$ cat src/rtl/arbitro_bus_memoria_ventanas.sv
// Read-port arbiter shared by two window fetch units (ventana 0 / ventana 1).
// Only the current bus owner can issue reads. Every read carries an owner
// tag down a pipeline that matches the memory latency, so data returning
// after a handover still reaches the window that asked for it.
//
// Handshake: a window raises req_vN with a stable dir_vN and holds both until
// acept_vN is high in the same cycle. That cycle consumes the request. The
// read is issued on the memory port in the next cycle, and the data comes
// back as a one-cycle valido_vN pulse with dato_vN. Neither dato_vN nor
// valido_vN has a ready/backpressure path.
module arbitro_bus_memoria_ventanas #(
  parameter int ANCHO_DIR    = 16,
  parameter int ANCHO_DATO   = 8,
  parameter int LATENCIA_MEM = 2
) (
  input  logic                  clk,
  input  logic                  reset,
  input  logic                  habilitar_cambio,
  input  logic                  posicion,
  output logic                  cambio_pos,
  input  logic                  req_v0,
  input  logic                  req_v1,
  input  logic [ANCHO_DIR-1:0]  dir_v0,
  input  logic [ANCHO_DIR-1:0]  dir_v1,
  output logic                  acept_v0,
  output logic                  acept_v1,
  output logic [ANCHO_DATO-1:0] dato_v0,
  output logic [ANCHO_DATO-1:0] dato_v1,
  output logic                  valido_v0,
  output logic                  valido_v1,
  output logic                  dueno,
  output logic                  mem_rd_en,
  output logic [ANCHO_DIR-1:0]  mem_dir,
  input  logic [ANCHO_DATO-1:0] mem_dato
);

  // A handover request is outstanding until the control FSM performs the swap.
  logic pendiente;

  // Tag pipeline. Stage k holds the read issued k cycles after mem_rd_en.
  // Stage LATENCIA_MEM lines up with the cycle in which mem_dato is valid.
  logic [LATENCIA_MEM:0] tag_valido;
  logic [LATENCIA_MEM:0] tag_dueno;

  logic                 emitir;
  logic [ANCHO_DIR-1:0] dir_sel;
  logic                 req_dueno;
  logic                 req_otro;
  logic                 pedir_cambio;

  // Accept only the owner, and only outside the handover window and reset.
  assign acept_v0 = ~dueno & req_v0 & ~posicion & ~reset;
  assign acept_v1 =  dueno & req_v1 & ~posicion & ~reset;
  assign emitir   = acept_v0 | acept_v1;
  assign dir_sel  = dueno ? dir_v1 : dir_v0;

  // Ask for the bus only when the owner is idle. A busy owner keeps the bus.
  assign req_dueno    = dueno ? req_v1 : req_v0;
  assign req_otro     = dueno ? req_v0 : req_v1;
  assign pedir_cambio = req_otro & ~req_dueno & ~posicion & ~pendiente;

  // Ownership toggles only on the control FSM's handover strobe.
  always_ff @(posedge clk) begin
    if (reset) begin
      dueno <= 1'b0;
    end else if (habilitar_cambio) begin
      dueno <= ~dueno;
    end
  end

  // One request pulse per handover. The swap itself re-arms it.
  always_ff @(posedge clk) begin
    if (reset) begin
      cambio_pos <= 1'b0;
      pendiente  <= 1'b0;
    end else begin
      cambio_pos <= pedir_cambio;
      if (habilitar_cambio) begin
        pendiente <= 1'b0;
      end else if (pedir_cambio) begin
        pendiente <= 1'b1;
      end
    end
  end

  // Register the accepted read onto the memory port. The address holds when idle.
  always_ff @(posedge clk) begin
    if (reset) begin
      mem_rd_en <= 1'b0;
      mem_dir   <= '0;
    end else begin
      mem_rd_en <= emitir;
      if (emitir) begin
        mem_dir <= dir_sel;
      end
    end
  end

  // Shift owner tags alongside the memory latency. Reset drops reads in flight.
  always_ff @(posedge clk) begin
    if (reset) begin
      tag_valido <= '0;
      tag_dueno  <= '0;
    end else begin
      tag_valido[0] <= emitir;
      tag_dueno[0]  <= dueno;
      for (int i = 1; i <= LATENCIA_MEM; i++) begin
        tag_valido[i] <= tag_valido[i-1];
        tag_dueno[i]  <= tag_dueno[i-1];
      end
    end
  end

  // Route returning data to the window named by its tag. The other window holds.
  always_ff @(posedge clk) begin
    if (reset) begin
      dato_v0   <= '0;
      dato_v1   <= '0;
      valido_v0 <= 1'b0;
      valido_v1 <= 1'b0;
    end else begin
      valido_v0 <= tag_valido[LATENCIA_MEM] & ~tag_dueno[LATENCIA_MEM];
      valido_v1 <= tag_valido[LATENCIA_MEM] &  tag_dueno[LATENCIA_MEM];
      if (tag_valido[LATENCIA_MEM] & ~tag_dueno[LATENCIA_MEM]) begin
        dato_v0 <= mem_dato;
      end
      if (tag_valido[LATENCIA_MEM] & tag_dueno[LATENCIA_MEM]) begin
        dato_v1 <= mem_dato;
      end
    end
  end

endmodule
$ cat config.mk
export PLATFORM = sky130hd
export DESIGN_NAME = arbitro_bus_memoria_ventanas
export DESIGN_NICKNAME = d
export VERILOG_FILES = /design/src/rtl/arbitro_bus_memoria_ventanas.sv
export SDC_FILE = /design/constraint.sdc
export NUM_CORES = 1
export LEC_CHECK = 0
export ABC_AREA = 0
export CORE_UTILIZATION = 44
export CTS_BUF_LIST = sky130_fd_sc_hd__clkbuf_2
export CTS_CLUSTER_DIAMETER = 30
export CTS_CLUSTER_SIZE = 20
export DETAILED_ROUTE_END_ITERATION = 8
export PLACE_DENSITY = 0.83
export SYNTH_ARGS = -nofsm -noshare
export SYNTH_HDL_FRONTEND = slang
export SYNTH_SLANG_ARGS = --single-unit
export TNS_END_PERCENT = 50
$ cat constraint.sdc
create_clock -name clk -period 2.3 [get_ports clk]
set_clock_uncertainty 0.2 [all_clocks]
set_input_delay 0.46 -clock clk [delete_from_list [all_inputs] [get_ports clk]]
set_output_delay 0.46 -clock clk [all_outputs]
set_load 0.01 [all_outputs]
==> flow_summary.ini <==
[clock_tree]
clk_pin_slew_ns = 0.18
cts_buffers = 5
cts_tree = built
cts_setup_buffers = 0
cts-resized-gates = 2
clk_latency_ns = 0.38
clockRootBuffer = clkbuf_2
cts_sinks = 43
clockBufferDepth = 2
hold_buffers = 0
h-tree-depth = 2

[final_layout]
diodes = 0
final_nets = 306
postLayoutCellArea_sq_mm = 0.00261
syn_to_final_growth_pct = 51.7
layout-drive-gt1-share_pct = 9.62
nFillCells = 314

[synth]
synthMostInstantiatedCell = dfxtp_1
synth_cell_types = 23
yosys_warnings = 0
synth_top_area_cell = dfxtp_1
ys_seq_elements = 43
syn-cell-area_sq_mm = 0.00172
synth.cells.most_frequent = dfxtp_1, a21oi_1, nand2_1
async_flop_share_pct = 0
synth.avg_cell_area_sq_um = 9.59
synth_top_area_share_pct = 50.1
yosys_most_used_dff = dfxtp_1
synth_enable_flop_cells = 0
syn_nets = 225
yosys-top-cells-area = dfxtp_1, a21oi_1, mux2i_1
netlist_instances = 179
synth-seq-area-share_pct = 50.1

[timing]
fin_crit_ns = 2.09
hold_viol = 0
setup_viol = 0
fmax_mhz = 479
drv_slew = 0
tns_ns = 0
tightest_slew_ns = 0.485
holdWs_ns = 0.237
relSlewSlack_pct = 67.6
rsz0062_at_grt = no
fin_ws_ns = 0.212
period_share_pct = 90.8

[critical_path]
critPathArrivalTime_ns = 1.43
path_max_fanout = 2
worstSetupStartpointType = input pin
end_kind = output port
path_class = in -> out
required_ns = 1.64

[route]
ant_nets = 0
drt_iter0_drc = 86
drt-vias-per-instance = 5.10
post-route-drc-count = 0
firstDrtPassIters = 4
route.vias.total = 1570
wirelength_mm = 4.00
wl_per_cell_microns = 13.0

[placement]
post-place-ws_ns = -0.136
place_area_sq_mm = 0.00257
dp_hpwl_mm = 2.86
place_congestion = 0.762
io_buffers = 84

[global_route]
grt_overflow = 0
grt_antenna_before_repair = 0
grt_pass1_vias = 1492
grt_max_degree = 44
grt_use_total_pct = 21.2
grt_pass1_wl_mm = 6.70

[floorplanning]
rows = 22
ios = 85
die_h_microns = 64.5
dieArea_sq_mm = 0.00416
fp.dieW_microns = 64.5
start_util_pct = 46.5
core_sq_mm = 0.00369

[pwr]
powerDensity_mw_per_mm2 = 520
total_power_w = 0.00135
leakage_nw = 0.920
ir_drop_mv = 0.278

[min_path]
hold_class = reg -> reg

[run]
maxCapViolCount = 0

[run_status]
status = finished, final reports clean
-- state kept, by name, indices dropped and copies added (netlist names) --
register / flops
cambio_pos: 1
tag_dueno: 3
valido_v0: 1
dato_v1: 8
mem_dir: 16
tag_valido: 3
dueno: 1
pendiente: 1
dato_v0: 8
valido_v1: 1
-- cells in the final DEF, fill, tap and decap left out --
cell type        instances
clkdlybuf4s50_1         80
and2_4                   1
mux2_4                   1
nand3_1                  8
clkinv_1                 1
nor2b_1                  7
a211oi_2                 9
nor2_2                   1
mux2i_1                 16
nand2_1                 26
nor4_1                   1
xnor2_1                  1
nor3b_1                  1
nand2b_1                 1
a211oi_1                 7
o41ai_1                  1
buf_2                    1
dlygate4sd2_1            2
and3_1                   1
dfxtp_1                 43
buf_4                    6
clkinv_2                 1
dlymetal6s2s_1           1
nor4b_1                  1
clkbuf_2                 5
a21oi_1                 33
nor2_1                   4
-- report_power, final --
group	internal, W	switching (W)	leakage [nW]
sequential	0.000773	0.0000161	0.350
combinational	0.000163	0.000119	0.545
clock	0.0000644	0.000219	0.0262
-- layer usage --
| layer | up-vias | part of all wire (%) | GRT usage, % |
|---|---|---|---|
| met2 | 69 | 45 | 34.2 |
| met1 | 704 | 44 | 25.1 |
| met3 | 6 | 10 | 9.86 |
| met5 | - | 0 | 0 |
| met4 | 0 | 1.1 | 5.83 |
| li1 | 791 | - | - |
-- logic make-up after synthesis --
family,Yosys count,synth area share (%)
buf+inv,16,5.03
mux,17,10.2
flops,43,50.1
simple gates,52,14.4
compound gates,50,19.8
xor+xnor,1,0.510
-- path summary, 6_finish.rpt --
check	slack (ns)	start	endpoint	cells after the start
max reg2reg	0.38	dueno$_SDFFE_PP0P_	mem_dir[8]$_SDFFE_PP0P_	5
min	0.24	pendiente$_SDFFE_PP0P_	cambio_pos$_SDFF_PP0_	1
min reg2reg	0.24	pendiente$_SDFFE_PP0P_	cambio_pos$_SDFF_PP0_	1
max	0.21	req_v0	acept_v0	3
-- stage by stage --
stage	utilization [%]	instances
after floorplan	-	179
after global placement	69.7	301
after detailed placement	69.7	301
after CTS	70.6	308
after global routing	70.6	308
final	70.6	308
-- worst max-delay path: stages --
cell	delay (ns)
clkdlybuf4s50_1	0.47
nor4b_1	0.20
dlygate4sd2_1	0.30
-- layout make-up --
class	instances	area (sq um)	area share (%)
Clock inverter	2	8.76	0.336
Multi-Input combinational cell	120	769	29.5
Clock buffer	5	25.0	0.961
Timing Repair Buffer	90	881	33.8
Tap cell	48	60.1	2.31
Sequential cell	43	861	33.0
Power figures use the tool's default switching activity.
